$ cat config.mk
export PLATFORM = sky130hd
export DESIGN_NAME = pc_sequencer
export DESIGN_NICKNAME = d
export VERILOG_FILES = /design/src/rtl/pc_sequencer.sv
export SDC_FILE = /design/constraint.sdc
export NUM_CORES = 1
export LEC_CHECK = 0
export CORE_UTILIZATION = 30
export DETAILED_ROUTE_END_ITERATION = 6
export PLACE_DENSITY = 0.52
export SLEW_MARGIN = 10
export SYNTH_ARGS = -nofsm -noshare
export SYNTH_HDL_FRONTEND = slang
export SYNTH_SLANG_ARGS = --single-unit
$ cat constraint.sdc
create_clock -name clk -period 3.5 [get_ports clk]
set_input_delay 0.7 -clock clk [delete_from_list [all_inputs] [get_ports clk]]
set_output_delay 0.7 -clock clk [all_outputs]
set_load 0.01 [all_outputs]
$ cat src/rtl/pc_sequencer.sv
// rtl/pc_sequencer.sv - registered program counter with return-address stack, stall, redirect and halt
//
// Ports:
//   clk, rst_n          clock, asynchronous active-low reset
//   stall               hold PC and RAS this cycle (redirect still applies)
//   redirect            load redirect_pc, clear halted; highest priority
//   redirect_pc         redirect target
//   branch/call/ret/halt decoded control for the current instruction
//   cond, z, v, n       branch condition code and ALU flags
//   b_imm, c_imm        two's-complement branch / call offsets
//   ret_reg             fallback return address when the RAS is empty
//   pc                  current PC
//   halted              sticky halt status
//   ras_count           number of valid RAS entries
//   ras_ovf, ras_unf    sticky overflow / underflow flags

module pc_sequencer #(
  parameter int            AW       = 16,
  parameter int            DEPTH    = 8,
  parameter logic [AW-1:0] RESET_PC = '0
) (
  input  logic                     clk,
  input  logic                     rst_n,
  input  logic                     stall,
  input  logic                     redirect,
  input  logic [AW-1:0]            redirect_pc,
  input  logic                     branch,
  input  logic                     call,
  input  logic                     ret,
  input  logic                     halt,
  input  logic [2:0]               cond,
  input  logic                     z,
  input  logic                     v,
  input  logic                     n,
  input  logic [AW-1:0]            b_imm,
  input  logic [AW-1:0]            c_imm,
  input  logic [AW-1:0]            ret_reg,
  output logic [AW-1:0]            pc,
  output logic                     halted,
  output logic [$clog2(DEPTH):0]   ras_count,
  output logic                     ras_ovf,
  output logic                     ras_unf
);

  localparam int PW = $clog2(DEPTH);
  localparam int CW = PW + 1;
  localparam logic [CW-1:0] FULL_COUNT = CW'(DEPTH);

  // Circular stack: wr_ptr names the next slot to write, so the most recent
  // entry sits at wr_ptr-1. When full, wr_ptr has wrapped onto the oldest
  // entry, so a push naturally overwrites it.
  logic [AW-1:0] ras_mem [DEPTH];
  logic [PW-1:0] wr_ptr;
  logic [PW-1:0] top_ptr;
  logic [AW-1:0] pc_inc;
  logic          taken;
  logic          advance;
  logic          do_push;
  logic          ras_empty;
  logic          ras_full;

  always_comb begin
    taken = 1'b0;
    case (cond)
      3'b000:  taken = !z;
      3'b001:  taken = z;
      3'b010:  taken = !n && !z;
      3'b011:  taken = n;
      3'b100:  taken = z || !n;
      3'b101:  taken = n || z;
      3'b110:  taken = v;
      default: taken = 1'b1;
    endcase
  end

  always_comb begin
    pc_inc    = pc + AW'(1);
    top_ptr   = wr_ptr - PW'(1);
    ras_empty = (ras_count == '0);
    ras_full  = (ras_count == FULL_COUNT);
    // Normal instruction processing happens only when nothing higher-priority
    // (redirect, halted, stall) owns the cycle.
    advance   = !redirect && !halted && !stall;
    do_push   = advance && !branch && call;
  end

  // Stack contents need no reset; count and pointer define validity.
  always_ff @(posedge clk) begin
    if (do_push) begin
      ras_mem[wr_ptr] <= pc_inc;
    end
  end

  always_ff @(posedge clk or negedge rst_n) begin
    if (!rst_n) begin
      pc        <= RESET_PC;
      halted    <= 1'b0;
      wr_ptr    <= '0;
      ras_count <= '0;
      ras_ovf   <= 1'b0;
      ras_unf   <= 1'b0;
    end else if (redirect) begin
      pc     <= redirect_pc;
      halted <= 1'b0;
    end else if (advance) begin
      if (branch) begin
        pc <= taken ? (pc_inc + b_imm) : pc_inc;
      end else if (call) begin
        pc     <= pc_inc + c_imm;
        wr_ptr <= wr_ptr + PW'(1);
        if (ras_full) begin
          ras_ovf <= 1'b1;
        end else begin
          ras_count <= ras_count + CW'(1);
        end
      end else if (ret) begin
        if (ras_empty) begin
          pc      <= ret_reg;
          ras_unf <= 1'b1;
        end else begin
          pc        <= ras_mem[top_ptr];
          wr_ptr    <= top_ptr;
          ras_count <= ras_count - CW'(1);
        end
      end else if (halt) begin
        halted <= 1'b1;
      end else begin
        pc <= pc_inc;
      end
    end
  end

endmodule

Word level (Yosys, flattened, before mapping)
Memory sizes are Yosys's and may differ from the RTL's.
Cells that the tools add are included.
- add/sub/neg operators: 7
- multipliers: 0
- div/mod/pow operators: 0
- magnitude comparators: 0
- equality and inequality tests: 13
- shift operators: 0
- muxes and demuxes: 24
- bitwise gates (word level): 3
- reductions and logical operators: 24
- operators with widths (cell ; number):
    $mux 16 ; 8
    $add 16x16->16 ; 2
    $add 16x1->16 const B ; 1
    $mux 4 ; 4
    $reduce_and 5->1 ; 3
    $reduce_and 6->1 ; 2
    $ne 2x2->1 const B ; 5
    $eq 3x3->1 const B ; 3
    $mux 3 ; 3
    $mux 1 ; 8
    $pmux 1 s7 ; 1
    $eq 3x2->1 const B ; 2
    $logic_not 1->1 ; 6
    $reduce_bool 2->1 ; 3
    $logic_and 1x1->1 ; 5
    $ne 5x5->1 const B ; 1
    $add 4x1->4 const B ; 1
    $eq 4x4->1 const B ; 1
    $logic_not 4->1 ; 1
    $sub 4x1->4 const B ; 1
    $add 3x1->3 const B ; 1
    $eq 3x1->1 const B ; 1
    $logic_not 3->1 ; 1
    $not 1->1 ; 3
    3 further kinds ; 4
- flip-flop bits (word level): 26
- latch bits: 0
- bits in writable memories: 128
- ROM bits: 0
- bits of input ports: 78
- output and inout bits: 23
- word-level logic and storage cells: 78
- memories kept: 1
- memories (memory ; words ; width ; read ports ; clocked after Yosys merged registers in ; wr ports ; line ; RTL):
    ras_mem ; 8 ; 16 ; 1 ; 0 ; 1 ; 52 ; logic [AW-1:0] ras_mem [DEPTH];

Depth between registers and ports, before layout
Gate-level depths: netlist of run 1.
An unclocked memory read counts as a cell.
- depth after elaboration: 8
- gate-level depth with buffers: 14
- mapped depth without buffers: 14

Least setup slack after synthesis of run 1
Ideal clock, no wire load.
- path kind: reg-to-reg
- from: register pc[1]
- to: register pc[15]
- setup time: 104 ps
- data arrival time: 3197 ps
- data required time: 3396 ps
- slack: 199 ps
- cell stages (with the launch flop): 14
- buffers on the path: 0
- clock period less this slack: 3301 ps
- cell sequence: dfrtp_1 ha_1 and3_1 nand3_1 xnor2_1 ha_1 a2111o_1 o21ai_0 a211oi_1 o21ai_0 a31oi_1 xor2_1 a221o_1 o311ai_1
- elaborated cells on any way between the ends: 10
- classes of those cells: 3 x add/sub; 7 x mux
- RTL lines (item ; line ; RTL):
    start, declared ; 38 ; output logic [AW-1:0] pc,
    start signal, assigned ; 103 ; pc <= redirect_pc;
    start signal, assigned ; 107 ; pc <= taken ? (pc_inc + b_imm) : pc_inc;
    start signal, assigned ; 109 ; pc <= pc_inc + c_imm;
    $add 16x1->16 (*) ; 77 ; pc_inc = pc + AW'(1);
    via pc_inc[6] ; 55 ; logic [AW-1:0] pc_inc;
    $add 16x16->16, on equally long branches ; 109, 107 ;
    $mux 16, on equally long branches ; 108, 107 ;
    $mux 16 (*) ; 106 ; if (branch) begin
    $mux 16 (*) ; 105 ; end else if (advance) begin
    $mux 16 (*) ; 102 ; end else if (redirect) begin
Mark *: on every way through the listed nets, which the timed path passes. The rest lies on a longest branch. The select of a mux whose other input is x is not followed.
A chain may end at the register's enable or synchronous reset.

Worst setup path after layout of run 1
- from: register pc[0]
- to: register pc[12]
The elaborated chain is that of the path after synthesis.

==> results of run 1 <==
-- worst min path at each step --
stage | start | endpoint | slack (ps) | depth (start not counted)
floorplan | rst_n | halted$_DFFE_PN0P_ | 400 | 0
global placement | ras_ovf$_DFFE_PN0P_ | ras_ovf$_DFFE_PN0P_ | 460 | 1
detailed placement | ras_ovf$_DFFE_PN0P_ | ras_ovf$_DFFE_PN0P_ | 470 | 1
CTS | ras_ovf$_DFFE_PN0P_ | ras_ovf$_DFFE_PN0P_ | 490 | 1
global route | ras_ovf$_DFFE_PN0P_ | ras_ovf$_DFFE_PN0P_ | 500 | 1
finish | ras_ovf$_DFFE_PN0P_ | ras_ovf$_DFFE_PN0P_ | 480 | 1
-- metal layers --
| metal | part of all wire | vias up | GRT usage | routed length (um) |
|---|---|---|---|---|
| li1 | - | 2975 | - | - |
| met1 | 0.44 | 3060 | 0.220 | 10900 |
| met4 | 0.020 | 0 | 0.0576 | 504 |
| met2 | 0.51 | 156 | 0.308 | 12500 |
| met5 | 0 | - | 0 | 0 |
| met3 | 0.033 | 31 | 0.0217 | 819 |
-- worst register-to-register path: stages, from the launching register on --
cell and delay [ps]:
dfrtp_1 380, buf_4 130, and4_1 230, nand3_1 200, buf_4 230, nor3_2 170
xor2_2 150, buf_4 170, ha_1 290, nand2_1 100, nor4_2 330, o31ai_1 150
buf_4 150, nor2b_1 120, a211oi_1 260, a21oi_1 60
-- cell type report --
class / count / area [um2]
inverter: 17 / 63.8
timing repair buffer: 171 / 1550
clock inverter: 15 / 181
fill: 2718 / 16800
tap: 378 / 473
clock buffer: 17 / 425
multi-input combinational: 491 / 3950
sequential: 154 / 4500
-- power by group through the flow --
stage | Combinational (uW) | Clock, uW | Sequential, uW
3_5_place_dp | 3680 | 0 | 2440
6_report | 3700 | 1870 | 2400
2_1_floorplan | 2380 | 0 | 2410
4_1_cts | 3700 | 1900 | 2400
5_1_grt | 4060 | 1960 | 2420
3_3_place_gp | 3680 | 0 | 2440
-- cell families after synthesis --
group           synth area share
simple gates              0.0946
compound gates             0.130
mux                        0.113
fa+ha+maj                 0.0700
flops                      0.526
buf+inv                   0.0217
xor+xnor                  0.0448
-- synthesized netlist by cell type (3+ instances only) --
master    count  share of area
a31oi_1       9         0.0066
xor2_1       17          0.017
a22oi_1       4         0.0035
edfxtp_1    128           0.45
o22ai_1       3         0.0022
xnor2_1      23          0.024
o21a_1        3         0.0026
inv_1        17         0.0075
nor2b_1       4         0.0029
and2_1        3         0.0022
a211oi_1      9         0.0079
a21o_1       10         0.0088
dfrtp_1      26          0.076
o211a_1       3         0.0035
a21oi_1      35          0.021
nand3_1      15         0.0088
mux4_2       32          0.084
or3_1         6         0.0044
mux2i_1      22          0.026
nor2_1       61          0.027
a221oi_1      5         0.0051
o21bai_1      3         0.0026
buf_2        10         0.0059
o21ai_0      40          0.023
o31ai_1       4         0.0035
clkbuf_1     16         0.0070
nand2_1      60          0.026
nor3_1       14         0.0082
fa_1          3         0.0070
o211ai_1     22          0.019
ha_1         43          0.063
-- state kept, by name, indices dropped and copies added (netlist names) --
| register | count |
|---|---|
| ras_mem | 128 |
| pc | 16 |
| ras_count | 4 |
| wr_ptr | 3 |
| halted | 1 |
| ras_ovf | 1 |
| ras_unf | 1 |
-- timing repair --
action,CTS,global route
pin swaps,0,5
setup buffers,0,6
setup endpoints to repair,1,4
gates resized for setup,1,17
-- through the flow --
step / util / total power (uW) / instances / TNS, ps / cell area, um2
after floorplan: - / 4800 / 690 / 0 / 8540
after global placement: 0.373 / 6110 / 1205 / -42.6 / 10400
after detailed placement: 0.373 / 6120 / 1205 / -86.2 / 10400
after CTS: 0.395 / 8010 / 1237 / 0 / 11000
after global routing: 0.399 / 8440 / 1243 / 0 / 11100
final: 0.399 / 7980 / 1243 / 0 / 11100
==> results.py, run 1 <==
metrics = {
    "status": {
        "status": "completed",
    },
    "pwr": {
        "p_comb_frac": 0.464,
        "clockPowerShare": 0.234,
        "switching_share": 0.368,
        "intPower_uw": 5040,
        "peakVddDrop_uv": 329,
        "p_per_area_nw_per_um2": 716,
        "power_switching_uw": 2940,
        "seqPwrFrac": 0.301,
        "p_leak_uw": 0.00408,
    },
    "routing": {
        "antenna_left": 0,
        "vias_per_cell": 5.01,
        "dr.pass1.iters": 5,
        "via_count": 6222,
        "routedWlPerCell_um": 19.9,
        "drt_wl_total_mm": 24.7,
        "drtIter0Drc": 467,
        "drc": 0,
    },
    "logic_synthesis": {
        "synth_edf_count": 128,
        "yosysUniqueCellTypes": 61,
        "async_flop_share": 0.169,
        "synth_ff_type": "edfxtp_1",
        "syn_nets": 814,
        "syn_area_um2": 8540,
        "yosysSeqAreaShare": 0.526,
        "postSynthAreaPerCell_um2": 12.4,
        "yosysWarnings": 0,
        "netlist_instances": 690,
        "synth-seq-cells": 154,
    },
    "critical_path": {
        "endpoint_kind": "register",
        "cp_max_fo": 4,
        "endpoint": "pc[12]$_DFFE_PN0P_",
        "crit_chain": "buf_4 -> and4_1 -> nand3_1 -> buf_4 -> nor3_2 -> xor2_2 -> buf_4 -> ha_1 -> nand2_1 -> nor4_2 -> o31ai_1 -> buf_4 -> nor2b_1 -> a211oi_1 -> a21oi_1",
        "reg2reg_to": "pc[12]$_DFFE_PN0P_",
        "critPathBufInv": 4,
        "cpLargestDelayFamily": "simple AND/OR/NAND/NOR gates",
        "worstReg2RegStart": "pc[0]$_DFFE_PN0P_",
        "startpoint": "pc[0]$_DFFE_PN0P_",
        "crit_type": "register to register",
        "cp_num_cells": 15,
        "cpMaxStageDelayCell": "dfrtp_1",
        "worstRegToRegCells": 15,
        "startpoint_type": "register",
        "cp.arrival_ps": 3530,
        "crit_top_cell": "buf_4",
        "worstPathRequired_ps": 3810,
        "r2r_setup_slack_ps": 280,
        "cpPeakStageDelay_ps": 380,
    },
    "global_route": {
        "antenna_found_initial": 0,
        "gr-total-overflow": 0,
        "grt_pass1_wl_mm": 37.3,
        "track_usage": 0.175,
        "grt_max_degree": 35,
        "grt_pass1_vias": 6421,
    },
    "place": {
        "place_ws_ps": -83.2,
        "gp_congestion": 0.882,
        "io_buffers": 100,
        "hpwl_mm": 18.8,
    },
    "clock_network": {
        "cts_sinks": 154,
        "cts_made_buffers": 17,
        "path_clk_slew_ps": 70,
        "cts_hold_buf": 0,
        "cts_root_buf": "clkbuf_16",
        "ctsLongestPathBuffers": 2,
        "htreeDepth": 4,
        "cts_tree": "done",
        "clk_latency_ps": 420,
    },
    "flow_run": {
        "cap_violations": 0,
    },
    "timing": {
        "clock.fmax_mhz": 310,
        "fin_crit_sh": 0.921,
        "layout_min_cycle_time_ps": 3220,
        "worstMarginPinSlew_ps": 780,
        "finalClockSkew_ps": 8.81,
        "maxSlewHeadroom": 0.476,
        "worst_slack_ps": 277,
        "hold_viol": 0,
        "grt_setup_unrepaired": "no",
        "setup_viol": 0,
        "drv_slew": 0,
        "whs_ps": 479,
    },
    "cells_and_area": {
        "mostFrequentLayoutCells": "128 x edfxtp_1, 100 x clkdlybuf4s50_1, 70 x buf_4, 60 x nand2_1, 59 x nor2_1",
        "diodes": 0,
        "layout_commonest_cell": "edfxtp_1",
        "drive_gt1_frac": 0.193,
        "syn2layout_area_growth_pct": 30.4,
        "nNetsFinal": 976,
    },
    "floorplan": {
        "rows": 61,
        "dieArea_um2": 29200,
        "start_util": 0.306,
        "core_area_um2": 27900,
        "fp.dieH_um": 171,
        "io_pins": 101,
        "die_w_um": 171,
    },
    "min_path": {
        "hold_class": "register to register",
    },
}
(Power assumes the default switching activity.)
==> run 2: changes to the inputs <==
- RECOVER_POWER: unset -> 100
==> results.py, run 2 (same netlist as run 1, synthesis figures left out) <==
metrics = {
    "timing": {
        "setup_tns_ps": 0,
        "finalClockSkew_ps": 8.50,
        "maxSlewHeadroom": -0.137,
        "layout_min_cycle_time_ps": 3240,
        "clock.fmax_mhz": 309,
        "setup_viol": 0,
        "grt_setup_unrepaired": "no",
        "hold_viol": 0,
        "drv_slew": 27,
        "fin_crit_sh": 0.925,
        "worst_slack_ps": 261,
        "worstMarginPinSlew_ps": 1710,
    },
    "global_route": {
        "gr-total-overflow": 0,
        "antenna_found_initial": 0,
        "grt_pass1_vias": 6421,
        "grt_max_degree": 35,
        "grt_pass1_wl_mm": 37.3,
        "track_usage": 0.175,
    },
    "cells_and_area": {
        "drive_gt1_frac": 0.147,
        "diodes": 0,
        "syn2layout_area_growth_pct": 28.2,
        "layout_commonest_cell": "edfxtp_1",
        "largestRegisters": "ras_mem: 128 flops, pc: 16 flops, ras_count: 4 flops",
        "regMostFlops": "ras_mem",
        "mostFrequentLayoutCells": "128 x edfxtp_1, 76 x clkdlybuf4s50_1, 60 x nor2_1, 60 x nand2_1, 43 x ha_1",
        "largest_register_ffs": 128,
        "nNetsFinal": 976,
        "fin_cells": 1243,
    },
    "place": {
        "hpwl_mm": 18.8,
        "io_buffers": 100,
        "gp_congestion": 0.882,
        "place_ws_ps": -83.2,
        "placed_cells_incl_taps": 1205,
    },
    "routing": {
        "routedWlPerCell_um": 19.9,
        "via_count": 6269,
        "antenna_left": 0,
        "vias_per_cell": 5.04,
        "dr.pass1.iters": 6,
        "drc": 0,
        "drtIter0Drc": 457,
        "drt_wl_total_mm": 24.8,
    },
    "critical_path": {
        "crit_type": "register to register",
        "worstPathRequired_ps": 3850,
        "cp.arrival_ps": 3590,
        "crit_chain": "clkbuf_4 -> inv_1 -> clkbuf_1 -> ha_1 -> fa_1 -> a21o_1 -> a21oi_1 -> o211ai_1 -> a31oi_1 -> o31ai_1 -> xor2_1 -> nand2_1 -> a22oi_1",
        "cpMaxStageDelayCell": "clkbuf_1",
        "endpoint_kind": "register",
        "startpoint_type": "register",
        "cp_max_fo": 12,
        "cpPeakStageDelay_ps": 450,
    },
    "status": {
        "status": "complete, but fails checks",
        "failed_checks": "capacitance limit, slew limit",
    },
    "pwr": {
        "peakVddDrop_uv": 328,
        "p_per_area_nw_per_um2": 718,
        "p_leak_uw": 0.00395,
        "design_power_total_uw": 7870,
    },
    "clock_network": {
        "cts_made_buffers": 17,
        "cts_root_buf": "clkbuf_16",
        "path_clk_slew_ps": 70,
        "cts_sinks": 154,
        "clk_latency_ps": 430,
        "cts_tree": "done",
        "htreeDepth": 4,
        "ctsLongestPathBuffers": 2,
    },
    "floorplan": {
        "fp.dieH_um": 171,
        "die_w_um": 171,
        "core_area_um2": 27900,
        "io_pins": 101,
        "dieArea_um2": 29200,
        "rows": 61,
        "start_util": 0.306,
    },
    "min_path": {
        "hold_class": "register to register",
    },
    "flow_run": {
        "cap_violations": 1,
    },
}
## run 2: cell types whose count changed in the layout (fill, tap and decap cells not counted), moves of 2 or more
cell / delta
buf_4: -36
clkdlybuf4s50_1: -24
dlygate4sd3_1: +24
xor2_2: -2
nor3_2: -2
nor3_1: +3
clkbuf_1: +32
clkbuf_2: +4
xor2_1: +2
## run 2: worst max-delay path: cells and delay by family, from the launching register on
kind | cells | cell delay (ps)
compound gates | 6 | 1270
xor+xnor | 1 | 180
fa+ha+maj | 2 | 570
buf+inv | 3 | 670
flops | 1 | 400
simple gates | 1 | 70
## run 2: what timing repair did
item                       4_1_cts  5_1_grt
setup buffers                    0        6
gates cloned                     0        0
pin swaps                        0        5
hold buffers                     0        0
resized for setup                1       17
setup endpoints to repair        1        4
## run 2: worst paths after layout
check	from	to	slack, ps	cells past startpoint
worst max-delay path	pc[0]$_DFFE_PN0P_	pc[14]$_DFFE_PN0P_	260	13
worst min-delay path	ras_ovf$_DFFE_PN0P_	ras_ovf$_DFFE_PN0P_	480	1
worst max register to register	pc[0]$_DFFE_PN0P_	pc[14]$_DFFE_PN0P_	260	13
worst min register to register	ras_ovf$_DFFE_PN0P_	ras_ovf$_DFFE_PN0P_	480	1
max in group asynchronous	rst_n	wr_ptr[0]$_DFFE_PN0P_	1130	2
min in group asynchronous	rst_n	ras_ovf$_DFFE_PN0P_	1240	2
## run 2: cell type report
cell class              count  area, um2
multi-input cells         491       3910
clock inverters            15        181
inverters                  17       63.8
clock buffers              17        425
flip-flops and latches    154       4500
fillers                  2754      17000
well taps                 378        473
repair buffers            171       1400
## run 2: power breakdown
group	switching (uW)	leakage (uW)	internal, uW	total (uW)
clock	796	0.000296	1080	1870
sequential	160	0.00146	2240	2400
combinational	1970	0.00220	1620	3600
total	2930	0.00395	4940	7870
## run 2: per-stage QoR
stage / cell area (um2) / hold WS, ps / utilization
3_5_place_dp: 10400 / 471 / 0.373
3_3_place_gp: 10400 / 459 / 0.373
2_1_floorplan: 8540 / 404 / -
6_report: 11000 / 475 / 0.392
5_1_grt: 11000 / 507 / 0.392
4_1_cts: 11000 / 486 / 0.395
## run 2: routing by layer
metal	up-vias	GRT usage	routed length, um
met2	165	0.308	12400
met1	3087	0.220	10900
met3	38	0.0217	937
met5	-	0	0
met4	0	0.0576	527
li1	2979	-	-
==> run 3: changes to the inputs <==
- CAP_MARGIN: unset -> 20
- CELL_PAD_IN_SITES_DETAIL_PLACEMENT: unset -> 2
- CELL_PAD_IN_SITES_GLOBAL_PLACEMENT: unset -> 2
- CTS_CLUSTER_DIAMETER: unset -> 120
- PLACE_DENSITY: 0.52 -> 0.69
==> results.py, run 3 (same netlist as run 1, synthesis figures left out) <==
metrics = {
    "global_route": {
        "grt_pass1_wl_mm": 45.2,
        "grt_pass1_vias": 7294,
        "grt_max_degree": 27,
        "antenna_found_initial": 0,
        "track_usage": 0.213,
        "gr-total-overflow": 0,
    },
    "pwr": {
        "peakVddDrop_uv": 314,
        "p_per_area_nw_per_um2": 738,
        "p_leak_uw": 0.00408,
    },
    "critical_path": {
        "cp.arrival_ps": 3630,
        "endpoint": "pc[14]$_DFFE_PN0P_",
        "cp_max_fo": 4,
        "cp_num_cells": 13,
        "r2r_setup_slack_ps": 170,
        "critPathBufInv": 1,
        "crit_top_cell": "or3_4",
        "cpPeakStageDelay_ps": 450,
        "crit_chain": "nand3_2 -> or3_4 -> or3_4 -> nor2_1 -> xnor2_1 -> inv_1 -> ha_1 -> nand2b_1 -> o22ai_1 -> a221oi_2 -> o311ai_2 -> a311oi_2 -> a22oi_1",
        "worstPathRequired_ps": 3800,
        "startpoint_type": "register",
        "worstReg2RegStart": "pc[9]$_DFFE_PN0P_",
        "startpoint": "pc[9]$_DFFE_PN0P_",
        "cpMaxStageDelayCell": "dfrtp_2",
        "reg2reg_to": "pc[14]$_DFFE_PN0P_",
        "cpLargestDelayFamily": "simple AND/OR/NAND/NOR gates",
        "worstRegToRegCells": 13,
        "crit_type": "register to register",
        "endpoint_kind": "register",
    },
    "timing": {
        "fin_crit_sh": 0.951,
        "finalClockSkew_ps": 12.9,
        "worstMarginPinSlew_ps": 1060,
        "drv_slew": 0,
        "setup_tns_ps": 0,
        "worst_slack_ps": 171,
        "grt_setup_unrepaired": "yes",
        "clock.fmax_mhz": 300,
        "maxSlewHeadroom": 0.292,
        "hold_viol": 0,
        "layout_min_cycle_time_ps": 3330,
        "setup_viol": 0,
        "whs_ps": 473,
    },
    "routing": {
        "drc": 0,
        "dr.pass1.iters": 4,
        "met2_length_mm": 15.5,
        "wl_met1_mm": 12.9,
        "drtIter0Drc": 246,
        "routedWlPerCell_um": 23.9,
        "wl_met3_um": 695,
        "drt_wl_total_mm": 29.6,
        "antenna_left": 0,
        "top_layer": "met4",
        "via_count": 6503,
        "vias_per_cell": 5.25,
    },
    "floorplan": {
        "io_pins": 101,
        "dieArea_um2": 29200,
        "fp.dieH_um": 171,
        "die_w_um": 171,
        "core_area_um2": 27900,
        "rows": 61,
        "start_util": 0.306,
    },
    "cells_and_area": {
        "largestRegisters": "ras_mem: 128 flops, pc: 16 flops, ras_count: 4 flops",
        "regMostFlops": "ras_mem",
        "drive_gt1_frac": 0.188,
        "nNetsFinal": 972,
        "layout_commonest_cell": "edfxtp_1",
        "fin_util": 0.400,
        "fin_cells": 1238,
        "largest_register_ffs": 128,
        "seqCellArea_um2": 4500,
        "multi_input_area_um2": 4010,
        "diodes": 0,
        "syn2layout_area_growth_pct": 30.7,
        "mostFrequentLayoutCells": "128 x edfxtp_1, 99 x clkdlybuf4s50_1, 61 x nor2_1, 61 x buf_4, 60 x nand2_1",
        "n_fill_cell": 2918,
    },
    "clock_network": {
        "ctsLongestPathBuffers": 2,
        "cts_made_buffers": 17,
        "cts_tree": "done",
        "path_clk_slew_ps": 70,
        "htreeDepth": 4,
        "cts_root_buf": "clkbuf_16",
        "cts_hold_buf": 0,
        "clk_latency_ps": 430,
        "cts_sinks": 154,
    },
    "place": {
        "io_buffers": 100,
        "placed_cells_incl_taps": 1205,
        "gp_congestion": 0.810,
        "place_ws_ps": -85.4,
        "hpwl_mm": 22.7,
    },
    "min_path": {
        "min_path_cells": 1,
        "hold_class": "register to register",
    },
    "status": {
        "status": "completed",
    },
    "flow_run": {
        "cap_violations": 0,
    },
}
## run 3: changes by cell type in the layout (fill, tap and decap cells not counted), moves of 4 or more
cell             before  now
buf_4                34   61
clkbuf_1             32    6
clkbuf_2              4    0
clkdlybuf4s50_1      76   99
dlygate4sd3_1        24    1
## run 3: area by class of cell
class / count / area share
sequential: 154 / 0.403
multi-input combinational: 491 / 0.359
clock buffer: 18 / 0.0384
timing repair buffer: 167 / 0.134
clock inverter: 13 / 0.0173
tap: 378 / 0.0424
inverter: 17 / 0.00572
## run 3: layer usage
layer  track usage  vias to the layer above
met4        0.0548                        0
li1              -                     2972
met3        0.0238                       29
met1         0.267                     3380
met5             0                        -
met2         0.386                      122
## run 3: worst min-delay path by stage
stage,from,endpoint,slack [ps]
global route,ras_unf$_DFFE_PN0P_,ras_unf$_DFFE_PN0P_,490
floorplan,rst_n,halted$_DFFE_PN0P_,400
CTS,ras_unf$_DFFE_PN0P_,ras_unf$_DFFE_PN0P_,480
global placement,ras_ovf$_DFFE_PN0P_,ras_ovf$_DFFE_PN0P_,460
detailed placement,ras_unf$_DFFE_PN0P_,ras_unf$_DFFE_PN0P_,460
finish,ras_ovf$_DFFE_PN0P_,ras_ovf$_DFFE_PN0P_,470
## run 3: repair_timing
action / CTS / global route
setup buffers: 0 / 2
gates resized for setup: 0 / 24
endpoints found under the setup margin: 0 / 6
hold endpoints to repair: 0 / 0
## run 3: metrics by stage
stage | instance area [um2] | power [uW]
final | 11200 | 8240
after global routing | 11200 | 8680
after CTS | 11000 | 8260
after detailed placement | 10400 | 6260
after global placement | 10400 | 6070
after floorplan | 8540 | 4800
## run 3: worst reg2reg max path, stage by stage, from the launching register on
cell,delay (ps)
dfrtp_2,450
nand3_2,140
or3_4,370
or3_4,360
nor2_1,140
xnor2_1,200
inv_1,120
ha_1,340
nand2b_1,120
o22ai_1,140
a221oi_2,280
o311ai_2,180
a311oi_2,290
a22oi_1,100
## run 3: report_power, final
part           internal (uW)  switching (uW)  leakage (uW)  total [uW]
sequential              2240             203       0.00146        2440
clock                   1200             767      0.000303        1970
combinational           1710            2130       0.00231        3840
